[src/rtl/irq_prio_ctrl.sv]
// Priority interrupt controller: synchronised sources, edge/level pending, priority arbitration, claim/complete.
// Latency: source change to irq_out in SYNC_STAGES+2 edges; register port is single-cycle with no backpressure.
module irq_prio_ctrl #(
    parameter int NUM_IRQS    = 32,
    parameter int PRIO_WIDTH  = 3,
    parameter int SYNC_STAGES = 2,
    parameter int ADDR_WIDTH  = 8,
    parameter int DATA_WIDTH  = 32
) (
    input  logic                  clk,
    input  logic                  rst_n,
    input  logic [NUM_IRQS-1:0]   irq_in,
    output logic                  irq_out,
    output logic [4:0]            irq_id,
    input  logic                  reg_wr,
    input  logic                  reg_rd,
    input  logic [ADDR_WIDTH-1:0] reg_addr,
    input  logic [DATA_WIDTH-1:0] reg_wdata,
    output logic [DATA_WIDTH-1:0] reg_rdata
);
    localparam int IDW = 5;

    logic [NUM_IRQS-1:0]   sync_q [SYNC_STAGES];
    logic [NUM_IRQS-1:0]   act_d_q, pending_q, pending_d, enable_q, type_q, pol_q;
    logic [NUM_IRQS-1:0]   insvc_q, insvc_d;
    logic [PRIO_WIDTH-1:0] prio_q [NUM_IRQS];
    logic [PRIO_WIDTH-1:0] thr_q, best_p;
    logic                  sup_q, win_vld_q, win_vld_d;
    logic [IDW-1:0]        win_id_q, win_id_d;

    logic [NUM_IRQS-1:0] act, edge_rise, edge_clr, w1c, claim_mask, cmpl_mask, elig, hit_prio;
    logic [NUM_IRQS-1:0] wdat_n;
    logic wr_en, rd_en, claim_fire;
    logic hit_status, hit_enable, hit_type, hit_pol, hit_thr, hit_raw, hit_claim, hit_insvc;
    logic unused_wdata;

    assign unused_wdata = ^reg_wdata;
    assign wdat_n       = reg_wdata[NUM_IRQS-1:0];
    assign wr_en        = reg_wr;
    assign rd_en        = reg_rd & ~reg_wr;

    assign hit_status = (reg_addr == ADDR_WIDTH'('h00));
    assign hit_enable = (reg_addr == ADDR_WIDTH'('h04));
    assign hit_type   = (reg_addr == ADDR_WIDTH'('h08));
    assign hit_pol    = (reg_addr == ADDR_WIDTH'('h0C));
    assign hit_thr    = (reg_addr == ADDR_WIDTH'('h10));
    assign hit_raw    = (reg_addr == ADDR_WIDTH'('h14));
    assign hit_claim  = (reg_addr == ADDR_WIDTH'('h18));
    assign hit_insvc  = (reg_addr == ADDR_WIDTH'('h1C));

    assign act        = sync_q[SYNC_STAGES-1] ^ pol_q;
    assign edge_rise  = act & ~act_d_q & {NUM_IRQS{~sup_q}};
    assign w1c        = (wr_en && hit_status) ? wdat_n : '0;
    assign claim_fire = rd_en & hit_claim & win_vld_q;

    always_comb begin
        claim_mask = '0;
        cmpl_mask  = '0;
        hit_prio   = '0;
        elig       = '0;
        for (int i = 0; i < NUM_IRQS; i++) begin
            hit_prio[i]   = (reg_addr == ADDR_WIDTH'(64 + 4 * i));
            claim_mask[i] = claim_fire && (win_id_q == IDW'(i));
            // Ids at or beyond NUM_IRQS never match any bit, so they are ignored.
            cmpl_mask[i]  = wr_en && hit_claim && (reg_wdata[IDW-1:0] == IDW'(i)) && insvc_q[i];
            elig[i]       = (prio_q[i] > thr_q);
        end
        // The source claimed this cycle is already excluded, so irq_out drops on the claim edge.
        elig      = elig & pending_q & enable_q & ~(insvc_q | claim_mask);
        edge_clr  = w1c | (claim_mask & type_q);
        pending_d = (type_q & ((pending_q & ~edge_clr) | edge_rise)) | (~type_q & act);
        insvc_d   = (insvc_q & ~cmpl_mask) | claim_mask;
    end

    // Strict compare while scanning upward keeps the lowest id on equal priority.
    always_comb begin
        best_p    = '0;
        win_id_d  = '0;
        win_vld_d = 1'b0;
        for (int i = 0; i < NUM_IRQS; i++) begin
            if (elig[i] && (prio_q[i] > best_p)) begin
                best_p    = prio_q[i];
                win_id_d  = IDW'(i);
                win_vld_d = 1'b1;
            end
        end
    end

    always_ff @(posedge clk or negedge rst_n) begin
        if (!rst_n) begin
            for (int s = 0; s < SYNC_STAGES; s++) sync_q[s] <= '0;
            for (int i = 0; i < NUM_IRQS; i++) prio_q[i] <= '0;
            act_d_q   <= '0;
            pending_q <= '0;
            enable_q  <= '0;
            type_q    <= '0;
            pol_q     <= '0;
            insvc_q   <= '0;
            thr_q     <= '0;
            sup_q     <= 1'b0;
            win_vld_q <= 1'b0;
            win_id_q  <= '0;
        end else begin
            sync_q[0] <= irq_in;
            for (int s = 1; s < SYNC_STAGES; s++) sync_q[s] <= sync_q[s-1];
            act_d_q   <= act;
            pending_q <= pending_d;
            insvc_q   <= insvc_d;
            win_vld_q <= win_vld_d;
            win_id_q  <= win_id_d;
            // Changing POL/TYPE shifts act without a real source edge; mask detection for one cycle.
            sup_q     <= wr_en && (hit_type || hit_pol);
            if (wr_en && hit_enable) enable_q <= wdat_n;
            if (wr_en && hit_type)   type_q   <= wdat_n;
            if (wr_en && hit_pol)    pol_q    <= wdat_n;
            if (wr_en && hit_thr)    thr_q    <= reg_wdata[PRIO_WIDTH-1:0];
            for (int i = 0; i < NUM_IRQS; i++) begin
                if (wr_en && hit_prio[i]) prio_q[i] <= reg_wdata[PRIO_WIDTH-1:0];
            end
        end
    end

    always_comb begin
        reg_rdata = '0;
        if (hit_status)      reg_rdata[NUM_IRQS-1:0] = pending_q;
        else if (hit_enable) reg_rdata[NUM_IRQS-1:0] = enable_q;
        else if (hit_type)   reg_rdata[NUM_IRQS-1:0] = type_q;
        else if (hit_pol)    reg_rdata[NUM_IRQS-1:0] = pol_q;
        else if (hit_thr)    reg_rdata[PRIO_WIDTH-1:0] = thr_q;
        else if (hit_raw)    reg_rdata[NUM_IRQS-1:0] = act;
        else if (hit_insvc)  reg_rdata[NUM_IRQS-1:0] = insvc_q;
        else if (hit_claim) begin
            reg_rdata[31]      = win_vld_q;
            reg_rdata[IDW-1:0] = win_id_q;
        end else begin
            for (int i = 0; i < NUM_IRQS; i++) begin
                if (hit_prio[i]) reg_rdata[PRIO_WIDTH-1:0] = prio_q[i];
            end
        end
    end

    assign irq_out = win_vld_q;
    assign irq_id  = win_id_q;
endmodule

[config.mk]
export PLATFORM = sky130hd
export DESIGN_NAME = irq_prio_ctrl
export DESIGN_NICKNAME = d
export VERILOG_FILES = /design/src/rtl/irq_prio_ctrl.sv
export SDC_FILE = /design/constraint.sdc
export NUM_CORES = 1
export LEC_CHECK = 0
export CAP_MARGIN = 20
export CORE_UTILIZATION = 60
export CTS_BUF_LIST = sky130_fd_sc_hd__clkbuf_2 sky130_fd_sc_hd__clkbuf_4 sky130_fd_sc_hd__clkbuf_8
export DETAILED_ROUTE_END_ITERATION = 10
export GPL_TIMING_DRIVEN = 0
export PLACE_DENSITY = 0.8
export RECOVER_POWER = 50
export REMOVE_ABC_BUFFERS = 1
export SYNTH_ARGS = -nofsm -noshare
export SYNTH_HDL_FRONTEND = slang
export SYNTH_SLANG_ARGS = --single-unit
[constraint.sdc]
create_clock -name clk -period 56 [get_ports clk]
set_clock_uncertainty 0.2 [all_clocks]
set_input_delay 11.2 -clock clk [delete_from_list [all_inputs] [get_ports clk]]
set_output_delay 11.2 -clock clk [all_outputs]
set_load 0.01 [all_outputs]
==> flow_summary_export.csv, run 1 <==
group,metric,value,unit
sta,hold_viol,0,
worst_setup_path,rr_startpoint,"thr_q[1]",
synthesis,synth_warnings,0,
cells_and_area,syn_to_final_growth,15.61,%
floorplan,initial_core_util,0.6135,
placement,io_buffers,113,
worst_setup_path,slowest_stage,"clkdlybuf4s50_1",
global_route,overflow,0,
global_route,grt_use_met3,0.1014,
drt,vias,20900,
synthesis,synth-edff-count,0,
clock_network,cts.path.max_buffers,3,
worst_setup_path,cp_common_cell,"ha_1",
clock_network,h-tree-depth,2,
placement,gp_congestion,0.9671,
worst_setup_path,crit_path_max_incr_delay,0.59,ns
synthesis,synth_cell_type_count,98,
hold_path,min_path_type,"register to register",
sta,fmax,18.67,MHz
drt,ant_nets,0,
status,outcome,"finished, violations left",
hold_path,hold_path_depth,0,
cells_and_area,n_fill_cell,2686,
sta,period_share,0.9566,
sta,setup_viol,0,
worst_setup_path,reg2reg_to,"irq_id[1]",
power,powerDensity,23.63,nW/um2
drt,drc,0,
clock_network,cts.sinks,362,
hold_path,hold_start,"sync_q[38]",
sta,period_needed,53.57,ns
synthesis,synth_area_per_cell,9.504,um2
global_route,grt_max_degree,109,
sta,worst_slack,2.432,ns
synthesis,ys_seq_area_frac,0.4005,
worst_setup_path,path_buf_inv,5,
clock_network,clk_latency,0.65,ns
global_route,gr-usage-all-layers,0.3806,
worst_setup_path,rr_worst_depth,218,
clock_network,cts_made_buffers,58,
floorplan,die_area,38480,um2
drt,vias_per_cell,6.848,
synthesis,synth_top_area_share,0.4005,
synthesis,yosys-top-cells-area,"dfrtp_1, mux2_2, ha_1, o21ai_0, nand2_1",
global_route,busiest_layer,"met2",
sta,holdWs,0.1400,ns
clock_network,cts_tree,"yes",
floorplan,die_y,196.2,um
cells_and_area,layout_common_cells,"dfrtp_1, nand2_1, mux2_2",
power,ir_drop,0.02159,mV
cells_and_area,final_nets,2715,
synthesis,syn_area,22620,um2
global_route,met2_usage,0.5814,
synthesis,postSynth.asyncResetShare,1.000,
global_route,globalRouteMet1Util,0.5006,
floorplan,io_pins,114,
worst_setup_path,path_delay_family,"compound AO/OA/AOI/OAI gates",
worst_setup_path,required,56.35,ns
job,maxCapViolCount,4,
global_route,first_global_vias,20680,
drt,drtPass1Iterations,7,
worst_setup_path,arrival,53.92,ns
floorplan,rows,70,
worst_setup_path,critPathLaunchType,"primary input",
synthesis,syn_inst,2380,
drt,drt_iter0_markers,2704,
floorplan,die_x,196.2,um
cells_and_area,multiInputGateArea,13100,um2
hold_path,hold_end,"sync_q[6]",
cells_and_area,regArea,9060,um2
status,violations,"max-capacitance violations, max-slew violations",
cells_and_area,final_common_cell,"dfrtp_1",
sta,slew_viol_final,369,
sta,tightest_slew,5.564,ns
drt,wl,73540,um
global_route,grt_pass1_wl,113200,um
global_route,antenna_found_initial,4,
synthesis,synth_seq_cells,362,
clock_network,clkTransAtPathRegs,0.06,ns
placement,post-dp-hpwl,52030,um
worst_setup_path,crit_type,"primary input to register",
cells_and_area,drive_above_1_share,0.1830,
sta,max_slew_margin,-2.709,
clock_network,cts_root_buf,"clkbuf_8",
power,p_leak,11.64,nW
worst_setup_path,endpoint_kind,"register",
synthesis,yosysTopAreaCell,"dfrtp_1",
drt,wl_per_cell,24.09,um
clock_network,hold_buffers,0,
placement,dp_slack,-1.392,ns
worst_setup_path,worst-path-max-fanout,8,
floorplan,core,36870,um2
synthesis,ys_dominant_reg_cell,"dfrtp_1",
worst_setup_path,r2r_slack,11.98,ns
## cell usage after synthesis (6+ instances only)
library cell,number
a2111oi_0,7
a211o_1,8
a211oi_1,10
a21boi_0,6
a21o_1,34
a21oi_1,89
a221oi_1,11
a222oi_1,24
a22o_1,11
a22oi_1,39
a31oi_1,15
a32o_1,10
a32oi_1,31
a41oi_1,16
and2_1,33
and3_1,19
buf_1,14
clkbuf_1,72
dfrtp_1,362
ha_1,137
inv_1,119
maj3_1,11
mux2_2,203
nand2_1,260
nand2b_1,16
nand3_1,97
nand3b_1,22
nand4_1,17
nor2_1,142
nor2b_1,21
nor3_1,49
nor4_1,14
o211ai_1,14
o21a_1,17
o21ai_0,197
o21ai_1,7
o221ai_1,9
o22ai_1,16
o31a_1,6
o31ai_1,8
or2_2,21
or3_1,10
or4_1,6
xor2_1,32
## repair_timing
| item | 4_1_cts | 5_1_grt |
|---|---|---|
| gates resized for setup | 4 | 72 |
| setup buffers | 2 | 22 |
| setup endpoints to repair | 6 | 6 |
| pin swaps | 1 | 17 |
## worst max-delay path by stage
stage	start	to	cells past startpoint
after floorplan	reg_addr[2]	irq_out	215
after global placement	reg_wr	irq_id[1]	215
after detailed placement	reg_wr	irq_id[1]	214
after CTS	reg_wr	irq_id[1]	214
after global routing	reg_rd	irq_id[1]	218
final	reg_rd	irq_id[1]	217
## sequential cells by signal (all words and copies together) (netlist names)
name	cells
prio_q	96
sync_q	64
insvc_q	32
type_q	32
sup_q	1
irq_out	1
pending_q	32
pol_q	32
thr_q	3
act_d_q	32
irq_id	5
enable_q	32
## kinds of logic (layout without fill, tap and decap cells)
family / count (synthesis) / after routing / synth area share
AND/OR/NAND/NOR: 766 / 766 / 0.1679
AO/OA/AOI/OAI: 651 / 651 / 0.1987
flip-flops: 362 / 362 / 0.4005
buffers and inverters: 214 / 381 / 0.03684
multiplexers: 207 / 207 / 0.1030
adder cells (fa/ha/maj): 148 / 148 / 0.08065
XOR/XNOR: 32 / 32 / 0.01239
other: 0 / 1 / 0
## final cells by class
type | count | share of cell area
Multi-Input combinational cell | 1804 | 0.5010
Antenna cell | 1 | 0.00009569
Timing Repair Buffer | 156 | 0.06124
Clock inverter | 18 | 0.007655
Clock buffer | 87 | 0.04220
Tap cell | 504 | 0.02411
Sequential cell | 362 | 0.3464
Inverter | 120 | 0.01722
## metal layers
metal	up-vias	wire length (um)
li1	9122	-
met1	10160	28210
met2	1313	32350
met3	297	9266
met4	6	3658
met5	-	46
## metrics by stage
step	utilization	cells	area, um2	TNS (ns)	total power [mW]
finish	0.7092	3052	26150	0	0.6179
global route	0.7092	3051	26150	-1.487	0.6372
CTS	0.6984	3029	25750	0	0.6149
detailed placement	0.6622	2922	24420	-7.952	0.3634
global placement	0.6509	2903	24000	-3.707	0.3589
floorplan	-	2286	22240	0	0.3284
## power by group
group	internal [mW]	switching [mW]	leakage [nW]	total, mW
Combinational	0.0289	0.0429	6.22	0.0717
Clock	0.144	0.110	0.695	0.255
Sequential	0.276	0.0158	4.72	0.291
(Power assumes the default switching activity.)
==> inputs of run 2 (changes only) <==
CORE_MARGIN = 1   (was unset)
TNS_END_PERCENT = 50   (was unset)
==> results of run 2 <==
No change in the layout: final DEF, timing and power equal those of run 1.
==> patch: new RTL, flow settings as in run 1 <==
The parameter `SYNC_STAGES` goes from 2 to 4. Comments in the files are not updated.
--- a/src/rtl/irq_prio_ctrl.sv
+++ b/src/rtl/irq_prio_ctrl.sv
@@ -3,7 +3,7 @@
 module irq_prio_ctrl #(
     parameter int NUM_IRQS    = 32,
     parameter int PRIO_WIDTH  = 3,
-    parameter int SYNC_STAGES = 2,
+    parameter int SYNC_STAGES = 4,
     parameter int ADDR_WIDTH  = 8,
     parameter int DATA_WIDTH  = 32
 ) (
Behaviour: not the same (Yosys sat finds a counterexample within 4 cycles, from zero or initial values and one cycle with rst_n low).
==> patch against run 1 <==
The run still ends with max-capacitance violations, max-slew violations left; setup slack improved by 470 ps; highest routed layer unchanged; area after synthesis grew 7.8%; synthesized cell count up 3.2%; register-to-register slack improved by 930 ps; critical endpoint is now irq_id[4]; critical path depth decreased by 14; sequential share of layout area up 3.7 points; sequential cell count is 64 higher; cell area rose by 6.2%; routed wire length grew 4.2%; total power up 14%.
==> patch: results (changes against run 1) <==
* R2r startpoint: thr_q[2]
* Diodes inserted at 0 (-1)
* VDD IR max at 0.0000238 V (+10%)
* 1st-iter DRT viols at 2621 (-3.1%)
* Layout cells sized above 1 at 0.169 (-0.0135)
* Max cap viols at 3 (-1)
* Final Max Tran Viols at 306 (-17%)
* First-pass GRT wire length at 118000 microns (+4.5%)
* Cts bufs inserted at 70 (+21%)
* Crit path launch: reg_addr[3]
* Hold Path End: sync_q[79]
* Setup crit end: irq_id[4]
* GP Congestion at 0.990 (+2.4%)
* Outcome: complete, but fails checks
* Met3 Use GR at 0.108 (+0.00644)
* Violated checks: max-capacitance violations, max-slew violations
* Largest regs: sync_q: 128 flops, prio_q: 96 flops
* Total GRT Usage at 0.374 (-0.00700)
* Seq/Total Area, Yosys at 0.437 (+0.0366)
* GR Util met1 at 0.488 (-0.0130)
* Arr. time, crit path at 53390 ps (-530 ps)
* Area contributors post-synth: dfrtp_1 44%, mux2_2 9.5%, ha_1 7.0%
* Max incr delay on CP at 670 ps (+80 ps)
* Flop-to-flop setup slack at 12910 ps (+930 ps)
* R2R depth at 203 (-6.9%)
[patch: cells by family (layout without fill, tap and decap cells)]
| kind of cell | count (synthesis) | count (layout) | synth area share |
|---|---|---|---|
| XOR/XNOR | 32 | 32 | 0.0115 |
| buffers and inverters | 202 | 365 | 0.0319 |
| AO/OA/AOI/OAI | 726 | 726 | 0.202 |
| AND/OR/NAND/NOR | 715 | 715 | 0.147 |
| flip-flops | 426 | 426 | 0.437 |
| multiplexers | 209 | 209 | 0.0963 |
| adder cells (fa/ha/maj) | 147 | 147 | 0.0745 |
[patch: what timing repair did]
item | CTS | global route
resized for setup | 0 | 18
setup endpoints to repair | 0 | 6
hold buffers | 0 | 0
setup buffers | 0 | 6
[patch: layout make-up]
class	instances	area (sq um)
clock buffer	107	1330
clock inverter	15	188
fill	2957	12100
tap	525	657
inverter	103	387
multi-input combinational	1829	13000
timing repair buffer	140	1510
sequential	426	10700
[patch: power by group through the flow]
| stage | logic, mW | registers (mW) | clock network (mW) |
|---|---|---|---|
| global placement | 0.0646 | 0.344 | 0 |
| global route | 0.0774 | 0.342 | 0.311 |
| CTS | 0.0696 | 0.339 | 0.299 |
| floorplan | 0.0388 | 0.339 | 0 |
| finish | 0.0703 | 0.340 | 0.296 |
| detailed placement | 0.0689 | 0.345 | 0 |
[patch: metrics by stage]
stage | area, sq um | worst slack, ps | util | std cells | setup TNS, ps
6_report | 27800 | 2900 | 0.696 | 3145 | 0
5_1_grt | 27800 | -73.7 | 0.696 | 3145 | -162
4_1_cts | 27800 | 1430 | 0.695 | 3139 | 0
3_5_place_dp | 26200 | 962 | 0.657 | 3017 | 0
3_3_place_gp | 25800 | 448 | 0.646 | 2996 | 0
2_1_floorplan | 24000 | 6920 | - | 2358 | 0
